## config.mk

```make
export PLATFORM = sky130hd
export DESIGN_NAME = edge_detection_top
export DESIGN_NICKNAME = d
export VERILOG_FILES = /design/src/rtl/edge_detection_pkg.sv /design/src/rtl/edge_detection_top_sobel_mac.sv /design/src/rtl/edge_detection_top.sv
export SDC_FILE = /design/constraint.sdc
export NUM_CORES = 1
export LEC_CHECK = 0
export ABC_AREA = 1
export CAP_MARGIN = 20
export CORE_ASPECT_RATIO = 1.2
export CORE_MARGIN = 2
export CORE_UTILIZATION = 53
export CTS_CLUSTER_SIZE = 14
export DETAILED_ROUTE_END_ITERATION = 7
export PLACE_DENSITY = 0.79
export SLEW_MARGIN = 20
export SYNTH_ARGS = -nofsm -noshare
export SYNTH_HDL_FRONTEND = slang
export SYNTH_SLANG_ARGS = --single-unit
```

## constraint.sdc

```tcl
create_clock -name clk -period 18.85 [get_ports clk]
set_input_delay 1.885 -clock clk [delete_from_list [all_inputs] [get_ports clk]]
set_output_delay 1.885 -clock clk [all_outputs]
set_load 0.01 [all_outputs]
```

## src/rtl/edge_detection_pkg.sv

```systemverilog
// Shared constants, FSM state type and Sobel kernel tables for the edge detector.
package edge_detection_pkg;

    localparam int IMG_W = 640;
    localparam int IMG_H = 480;
    localparam int CW    = 11;
    localparam int ACC_W = 12;

    localparam logic [ACC_W-1:0] SAT_MAX = 12'd1023;

    typedef enum logic [1:0] {
        IDLE,
        FETCH,
        DONE
    } state_t;

    // Tap index = row*3 + col, row = dy+1 (top row first), col = dx+1.
    localparam logic signed [2:0] GX_W [9] = '{
        -3'sd1, 3'sd0, 3'sd1,
        -3'sd2, 3'sd0, 3'sd2,
        -3'sd1, 3'sd0, 3'sd1
    };

    localparam logic signed [2:0] GY_W [9] = '{
        -3'sd1, -3'sd2, -3'sd1,
         3'sd0,  3'sd0,  3'sd0,
         3'sd1,  3'sd2,  3'sd1
    };

endpackage

```

## src/rtl/edge_detection_top_sobel_mac.sv

```systemverilog
// Sobel multiply-accumulate: sums Gx/Gy over the 9 taps and produces the
// saturated |Gx|+|Gy| combinationally alongside the final tap.
module sobel_mac #(
    parameter int OUT_W = 11
) (
    input  logic             clk,
    input  logic             rst,
    input  logic             valid_i,
    input  logic             last_i,
    input  logic [3:0]       tap_i,
    input  logic [7:0]       sample_i,
    output logic [OUT_W-1:0] mag_o
);
    import edge_detection_pkg::*;

    logic signed [ACC_W-1:0] gx_q, gy_q;
    logic signed [ACC_W-1:0] samp, gx_sum, gy_sum;
    logic        [ACC_W-1:0] gx_abs, gy_abs, mag;

    assign samp   = {{(ACC_W-8){1'b0}}, sample_i};
    assign gx_sum = gx_q + samp * ACC_W'(GX_W[tap_i]);
    assign gy_sum = gy_q + samp * ACC_W'(GY_W[tap_i]);

    assign gx_abs = gx_sum[ACC_W-1] ? -gx_sum : gx_sum;
    assign gy_abs = gy_sum[ACC_W-1] ? -gy_sum : gy_sum;
    assign mag    = gx_abs + gy_abs;
    assign mag_o  = (mag > SAT_MAX) ? OUT_W'(SAT_MAX) : OUT_W'(mag);

    // Accumulators restart on the final tap so the next pixel begins clean.
    always_ff @(posedge clk) begin
        if (rst) begin
            gx_q <= '0;
            gy_q <= '0;
        end else if (valid_i) begin
            gx_q <= last_i ? '0 : gx_sum;
            gy_q <= last_i ? '0 : gy_sum;
        end
    end

endmodule

```

## src/rtl/edge_detection_top.sv

```systemverilog
// Raster-order Sobel edge detector: walks each output pixel's 3x3 window one
// fetch per cycle and emits one saturated magnitude per 9 completed fetches.
module edge_detection_top #(
    parameter int IMG_W = edge_detection_pkg::IMG_W,
    parameter int IMG_H = edge_detection_pkg::IMG_H,
    parameter int CW    = edge_detection_pkg::CW
) (
    input  logic                 clk,
    input  logic                 rst,
    input  logic                 en,
    input  logic                 waitrequest,
    input  logic [7:0]           pixel,
    output logic signed [CW-1:0] next_pixel_x,
    output logic signed [CW-1:0] next_pixel_y,
    output logic                 readValid,
    output logic signed [CW-1:0] pixel_out_x,
    output logic signed [CW-1:0] pixel_out_y,
    output logic signed [CW-1:0] pixel_out,
    output logic                 sync
);
    import edge_detection_pkg::*;

    state_t               state_q, state_d;
    logic signed [CW-1:0] x_q, x_d, y_q, y_d;
    logic        [1:0]    col_q, col_d, row_q, row_d;
    logic                 sync_q, sync_d;
    logic                 rv_q;
    logic signed [CW-1:0] po_q, pox_q, poy_q;

    logic                 fire, last_tap, frame_end, oob;
    logic signed [CW-1:0] nx, ny;
    logic        [3:0]    tap;
    logic        [7:0]    sample;
    logic        [CW-1:0] mag;

    // Counters sit at zero in IDLE/DONE, so the window origin reads (-1,-1).
    assign nx  = x_q + CW'(col_q) - CW'(1);
    assign ny  = y_q + CW'(row_q) - CW'(1);
    assign tap = 4'(row_q) * 4'd3 + 4'(col_q);

    assign oob = nx[CW-1] || ny[CW-1] || (nx >= CW'(IMG_W)) || (ny >= CW'(IMG_H));
    assign sample = oob ? 8'd0 : pixel;

    assign last_tap  = (col_q == 2'd2) && (row_q == 2'd2);
    assign frame_end = last_tap && (x_q == CW'(IMG_W-1)) && (y_q == CW'(IMG_H-1));

    always_comb begin
        state_d = state_q;
        sync_d  = sync_q;
        fire    = 1'b0;
        x_d     = x_q;
        y_d     = y_q;
        col_d   = col_q;
        row_d   = row_q;

        case (state_q)
            IDLE: begin
                fire = en && !waitrequest;
                if (fire) state_d = FETCH;
            end
            FETCH: begin
                fire = en && !waitrequest;
                if (fire && frame_end) state_d = DONE;
            end
            DONE: begin
                if (en) begin
                    sync_d = 1'b1;
                end else begin
                    sync_d  = 1'b0;
                    state_d = IDLE;
                end
            end
            default: state_d = IDLE;
        endcase

        if (fire) begin
            if (col_q == 2'd2) begin
                col_d = '0;
                if (row_q == 2'd2) begin
                    row_d = '0;
                    if (x_q == CW'(IMG_W-1)) begin
                        x_d = '0;
                        y_d = (y_q == CW'(IMG_H-1)) ? '0 : y_q + CW'(1);
                    end else begin
                        x_d = x_q + CW'(1);
                    end
                end else begin
                    row_d = row_q + 2'd1;
                end
            end else begin
                col_d = col_q + 2'd1;
            end
        end
    end

    always_ff @(posedge clk) begin
        if (rst) begin
            state_q <= IDLE;
            x_q     <= '0;
            y_q     <= '0;
            col_q   <= '0;
            row_q   <= '0;
            sync_q  <= 1'b0;
            rv_q    <= 1'b0;
            po_q    <= '0;
            pox_q   <= '0;
            poy_q   <= '0;
        end else begin
            state_q <= state_d;
            x_q     <= x_d;
            y_q     <= y_d;
            col_q   <= col_d;
            row_q   <= row_d;
            sync_q  <= sync_d;
            rv_q    <= fire && last_tap;
            if (fire && last_tap) begin
                po_q  <= mag;
                pox_q <= x_q;
                poy_q <= y_q;
            end
        end
    end

    sobel_mac #(
        .OUT_W (CW)
    ) u_mac (
        .clk      (clk),
        .rst      (rst),
        .valid_i  (fire),
        .last_i   (last_tap),
        .tap_i    (tap),
        .sample_i (sample),
        .mag_o    (mag)
    );

    assign next_pixel_x = nx;
    assign next_pixel_y = ny;
    assign readValid    = rv_q;
    assign pixel_out    = po_q;
    assign pixel_out_x  = pox_q;
    assign pixel_out_y  = poy_q;
    assign sync         = sync_q;

endmodule

```

==> flow_metrics.tcl, run 1 <==
set metrics [dict create \
    synth_seq_cells 87 \
    whs_path_depth 2 \
    routed_wirelength_um 19900 \
    yosys.area_share.simple 0.266 \
    start_util 0.542 \
    post_cts_resized 0 \
    drtPass1Iterations 4 \
    synth_cell_types 42 \
    synth-xor-area-share 0.0536 \
    fin_crit_ps 8400 \
    std_cell_rows 49 \
    hold_violations 0 \
    path_buf_inv 7 \
    arrival_ps 8670 \
    slew_viol_final 0 \
    hold_path_class "flop to flop" \
    worst-path-max-fanout 11 \
    power_density_nw_per_um2 189 \
    switching_share 0.565 \
    ant_nets 0 \
    final_cell_mix "nand2_1 (264), inv_1 (205), nor2_1 (115)" \
    io_buffers 68 \
    cp_slowest_cell "xnor2_1" \
    seq_area_um2 1740 \
    numCtsBuffers 9 \
    synth_top_area_share 0.214 \
    ys_seq_area_frac 0.214 \
    seq_power_share 0.116 \
    critPathMaxStageDelay_ps 640 \
    setup_viol 0 \
    synth_fa_ha_area_frac 0.254 \
    grt_antenna_before_repair 0 \
    track_usage 0.256 \
    grt_pass1_wl_um 33600 \
    cp.required_ps 19120 \
    drc 0 \
    tns_ps 0 \
    clockBufferDepth 2 \
    core-area_um2 15000 \
    cts_setup_buffers 0 \
    start_kind "flop" \
    p_leak_nw 4.76 \
    layout_commonest_cell "nand2_1" \
    viasPerCell 5.21 \
    crit_path_end_kind "flop" \
    finalNetCount 1388 \
    ctsHoldBuffers 0 \
    fmax_mhz 119 \
    synthMuxAreaShare 0 \
    tightest_slew_ps 782 \
    synth.area.top_cells "dfxtp_1 (21%), ha_1 (16%), nand2_1 (12%)" \
    cts.clk_slew.worst_paths_ps 70 \
    dp_hpwl_um 15700 \
    outcome "complete, no violations" \
    numClockSinks 87 \
    ios 69 \
    drt_iter0_markers 634 \
    area_delta_synth_final_pct 14.3 \
    htreeDepth 3 \
    synth_top_family_by_area "simple AND/OR/NAND/NOR gates" \
    worstSetupPathType "flop to flop" \
    route.detailed.wl_per_inst_um 13.8 \
    finalWeightedCongestion 0.949 \
    die_h_um 140 \
    path_delay_family "adder cells" \
    layout-drive-gt1-share 0.0331 \
    ff2ff_path_depth 41 \
    netlist_instances 1173 \
    p_clk_frac 0.103 \
    fin_skew_ps 9.72 \
    grt_overflow 0 \
    cp_common_cell "nand2_1" \
    cap_violations 0 \
    fillers 1347 \
    pwr-share-comb 0.782 \
    dieArea_um2 16400 \
    total_power_w 0.00176 \
    cp_num_cells 41 \
    vias 7514 \
    internal-power_w 0.000766 \
    synth_area_um2 8150 \
    rsz0062_at_grt "false" \
    ys_warn_count 0 \
    synth_nets 1328 \
    maxSlewHeadroom 0.477 \
    clk-insertion-delay-late_ps 360 \
    ir_drop_uv 176 \
    diodes 0 \
    grt_pass1_vias 7285 \
    grt_max_degree 56 \
    multi_input_area_um2 5530 \
    ctsRootBufferMaster "clkbuf_16" \
    period_share 0.446 \
    synth.avg_cell_area_um2 6.94 \
    p_sw_w 0.000997 \
    die_w_um 117 \
    synth_compound_gate_area_share 0.106 \
    yosysTopAreaCell "dfxtp_1" \
    cts_tree "yes" \
]
[power by group through the flow]
stage,clock network [W],registers [W],logic [W]
floorplan,0,0.000207,0.00107
global placement,0,0.000208,0.00134
detailed placement,0,0.000208,0.00136
CTS,0.000183,0.000204,0.00137
global route,0.000191,0.000206,0.00156
finish,0.000181,0.000204,0.00138
[per-layer routing]
metal	vias to the layer above	share of wire	GRT usage
met5	-	0	0
met4	0	0.041	0.126
met3	53	0.038	0.0283
met2	210	0.49	0.436
met1	3410	0.43	0.315
li1	3841	-	-
[synthesized netlist by cell type (all sizes together)]
library cell / number
o21ai: 50
nor4: 1
nor3: 17
and2: 1
xnor2: 8
clkbuf: 15
nand4: 24
nand3b: 7
o2111ai: 3
a21o: 2
o211ai: 3
a2bb2oi: 1
nand2: 269
a21oi: 95
nand3: 52
o21bai: 2
clkinv: 1
fa: 37
xor2: 41
and3: 1
inv: 209
dfxtp: 87
or2: 7
o21a: 1
a21boi: 1
ha: 106
a31oi: 3
buf: 6
nor2: 120
nand2b: 1
a211oi: 2
[worst register-to-register path, delay by kind of cell, from the launching register on]
kind / cells / cell delay (ps)
buf+inv: 7 / 520
flops: 1 / 430
fa+ha+maj: 9 / 3450
xor+xnor: 2 / 790
compound gates: 4 / 690
simple gates: 19 / 2440
[path summary, 6_finish.rpt]
kind	endpoint	start	slack [ps]
hold / removal	pixel_out[10]	pixel_out[10]	450
hold reg to reg	pixel_out[10]	pixel_out[10]	450
setup reg to reg	pixel_out[4]	row_q[1]	10450
setup / recovery	pixel_out[4]	row_q[1]	10450
[logic make-up (layout without fill, tap and decap cells)]
family | after synthesis | count (layout)
simple gates | 500 | 500
buf+inv | 231 | 296
compound gates | 163 | 163
fa+ha+maj | 143 | 143
flops | 87 | 87
xor+xnor | 49 | 49
[per-stage QoR]
stage                     setup WS (ps)  area, um^2  hold WS (ps)   util  std cells
final                             10450        9310           445  0.620       1442
after global routing               9630        9310           483  0.620       1442
after CTS                         10480        9310           449  0.620       1442
after detailed placement          10490        9010           438  0.600       1426
after global placement            10770        9010           431  0.600       1426
after floorplan                   11440        8150           445      -       1173
[flip-flops by register name (all words and copies together), names as in the netlist]
| name | flops |
|---|---|
| sync | 1 |
| u_mac.gy_q | 12 |
| state_q | 2 |
| u_mac.gx_q | 12 |
| pixel_out_y | 11 |
| y_q | 11 |
| col_q | 2 |
| x_q | 11 |
| row_q | 2 |
| pixel_out | 11 |
| readValid | 1 |
| pixel_out_x | 11 |
[area by class of cell]
class / count / share of cell area
timing repair buffer: 70 / 0.0748
clock buffer: 10 / 0.0257
sequential: 87 / 0.187
multi-input combinational: 855 / 0.595
inverter: 210 / 0.0847
clock inverter: 6 / 0.00565
tap: 204 / 0.0274
(Power assumes the default switching activity.)
==> run 2: changes to the inputs <==
--- a/config.mk
+++ b/config.mk
@@ -12,7 +12,7 @@
 export CORE_UTILIZATION = 53
 export CTS_CLUSTER_SIZE = 14
 export DETAILED_ROUTE_END_ITERATION = 7
-export PLACE_DENSITY = 0.79
+export PLACE_DENSITY = 0.82
 export SLEW_MARGIN = 20
 export SYNTH_ARGS = -nofsm -noshare
 export SYNTH_HDL_FRONTEND = slang
==> constraint.sdc (replaced) <==
create_clock -name clk -period 7.59 [get_ports clk]
set_input_delay 0.759 -clock clk [delete_from_list [all_inputs] [get_ports clk]]
set_output_delay 0.759 -clock clk [all_outputs]
set_load 0.01 [all_outputs]
==> run 2 against run 1 <==
Net effect: register-to-register slack worse by 10000 ps; setup slack got worse by 10000 ps; critical path depth grew 4; clock skew is 1.9 ps higher; fmax grew 11%; critical endpoint is now pixel_out[8]; first-iteration DRC count up 19%; global-route usage grew 0.60 points; routed wire length grew 18%.
==> flow_metrics.tcl, run 2 (same netlist as run 1, synthesis figures left out) <==
set metrics [dict create \
    layout-drive-gt1-share 0.155 \
    ios 69 \
    clk-insertion-delay-late_ps 360 \
    die_h_um 140 \
    reg_top3 "u_mac.gx_q (12), u_mac.gy_q (12)" \
    grt_overflow 0 \
    core-area_um2 15000 \
    slew_viol_final 0 \
    hold_path_class "flop to flop" \
    period_share 0.996 \
    hold_violations 0 \
    worst-path-max-fanout 5 \
    htreeDepth 3 \
    fmax_mhz 132 \
    path_buf_inv 12 \
    cp_slowest_cell "fa_1" \
    numClockSinks 87 \
    dp_slack_ps -305 \
    route.detailed.wl_per_inst_um 15.5 \
    grt_pass1_vias 7538 \
    maxSlewHeadroom 0.532 \
    vias 8355 \
    outcome "complete, no violations" \
    setup_viol 0 \
    dp_hpwl_um 16200 \
    diodes 0 \
    viasPerCell 5.51 \
    cts_tree "yes" \
    worstSetupPathType "flop to flop" \
    crit_path_end_kind "flop" \
    ctsRootBufferMaster "clkbuf_16" \
    area_delta_synth_final_pct 27.4 \
    fin_skew_ps 11.6 \
    std_cell_rows 49 \
    start_util 0.542 \
    ctsHoldBuffers 0 \
    drc 0 \
    path_delay_family "adder cells" \
    start_kind "flop" \
    finalWeightedCongestion 0.949 \
    grt_max_degree 56 \
    cp_common_cell "inv_2" \
    grt_antenna_before_repair 0 \
    clockBufferDepth 2 \
    cts.clk_slew.worst_paths_ps 70 \
    fin_ws_ps 28.2 \
    fillers 1106 \
    drtPass1Iterations 6 \
    rsz0062_at_grt "true" \
    ant_nets 0 \
    final_cell_mix "nand2_1 (251), inv_1 (192), nor2_1 (102)" \
    tightest_slew_ps 702 \
    finalNetCount 1462 \
    drt_iter0_markers 757 \
    fin_crit_ps 7560 \
    die_w_um 117 \
    routed_wirelength_um 23400 \
    numCtsBuffers 9 \
    layout_commonest_cell "nand2_1" \
    finish.utilization 0.691 \
    cp.required_ps 7850 \
    arrival_ps 7820 \
    grt_pass1_wl_um 34700 \
    io_buffers 68 \
    cap_violations 0 \
    hold_slack_ps 448 \
    track_usage 0.262 \
    dieArea_um2 16400 \
    critPathMaxStageDelay_ps 580 \
]
-- run 2: final timing paths --
kind                       from       endpoint  slack [ps]  cells after the start
setup / recovery         x_q[1]   pixel_out[8]          30                     45
hold / removal    pixel_out[10]  pixel_out[10]         450                      2
setup reg to reg         x_q[1]   pixel_out[8]          30                     45
hold reg to reg   pixel_out[10]  pixel_out[10]         450                      2
-- run 2: routing by layer --
layer,wire length [um],GRT usage,part of all wire,vias to the layer above
met4,1150,0.111,0.049,0
met2,11800,0.462,0.50,408
met5,0,0,0,-
met3,1550,0.0335,0.066,107
met1,8920,0.314,0.38,3851
li1,-,-,-,3989
-- run 2: stage by stage --
stage,cells,instance area [um^2],TNS [ps]
2_1_floorplan,1173,8150,0
4_1_cts,1498,9780,0
3_3_place_gp,1479,9410,-208
6_report,1516,10400,0
5_1_grt,1516,10400,-2930
3_5_place_dp,1479,9410,-2870
-- run 2: layout make-up --
type                    count  area, um^2  area share
inverters                 210         791      0.0762
well taps                 204         255      0.0246
multi-input cells         857        6030       0.582
clock inverters             6        67.6     0.00651
flip-flops and latches     87        1750       0.169
clock buffers              10         229      0.0221
repair buffers            142        1250       0.121
-- run 2: repair_timing --
| item | CTS | global route |
|---|---|---|
| resized for setup | 11 | 114 |
| cloned | 0 | 2 |
| setup buffers | 3 | 16 |
| pin swaps | 4 | 44 |
| endpoints found under the hold margin | 0 | 0 |
| setup endpoints to repair | 10 | 10 |
-- run 2: worst reg2reg max path, delay by kind of cell (launching register included) --
family                     cells  cell delay (ps)
AOI/OAI and AO/OA              3              530
buffers and inverters         12              860
xor gates and xnor gates       2              430
adders and majority gates      9             3290
and+or+nand+nor               19             1980
DFF                            1              360
Power of run 2 is not shown: default switching activity piles up to over one toggle a cycle in this logic, so the estimate is an artifact.
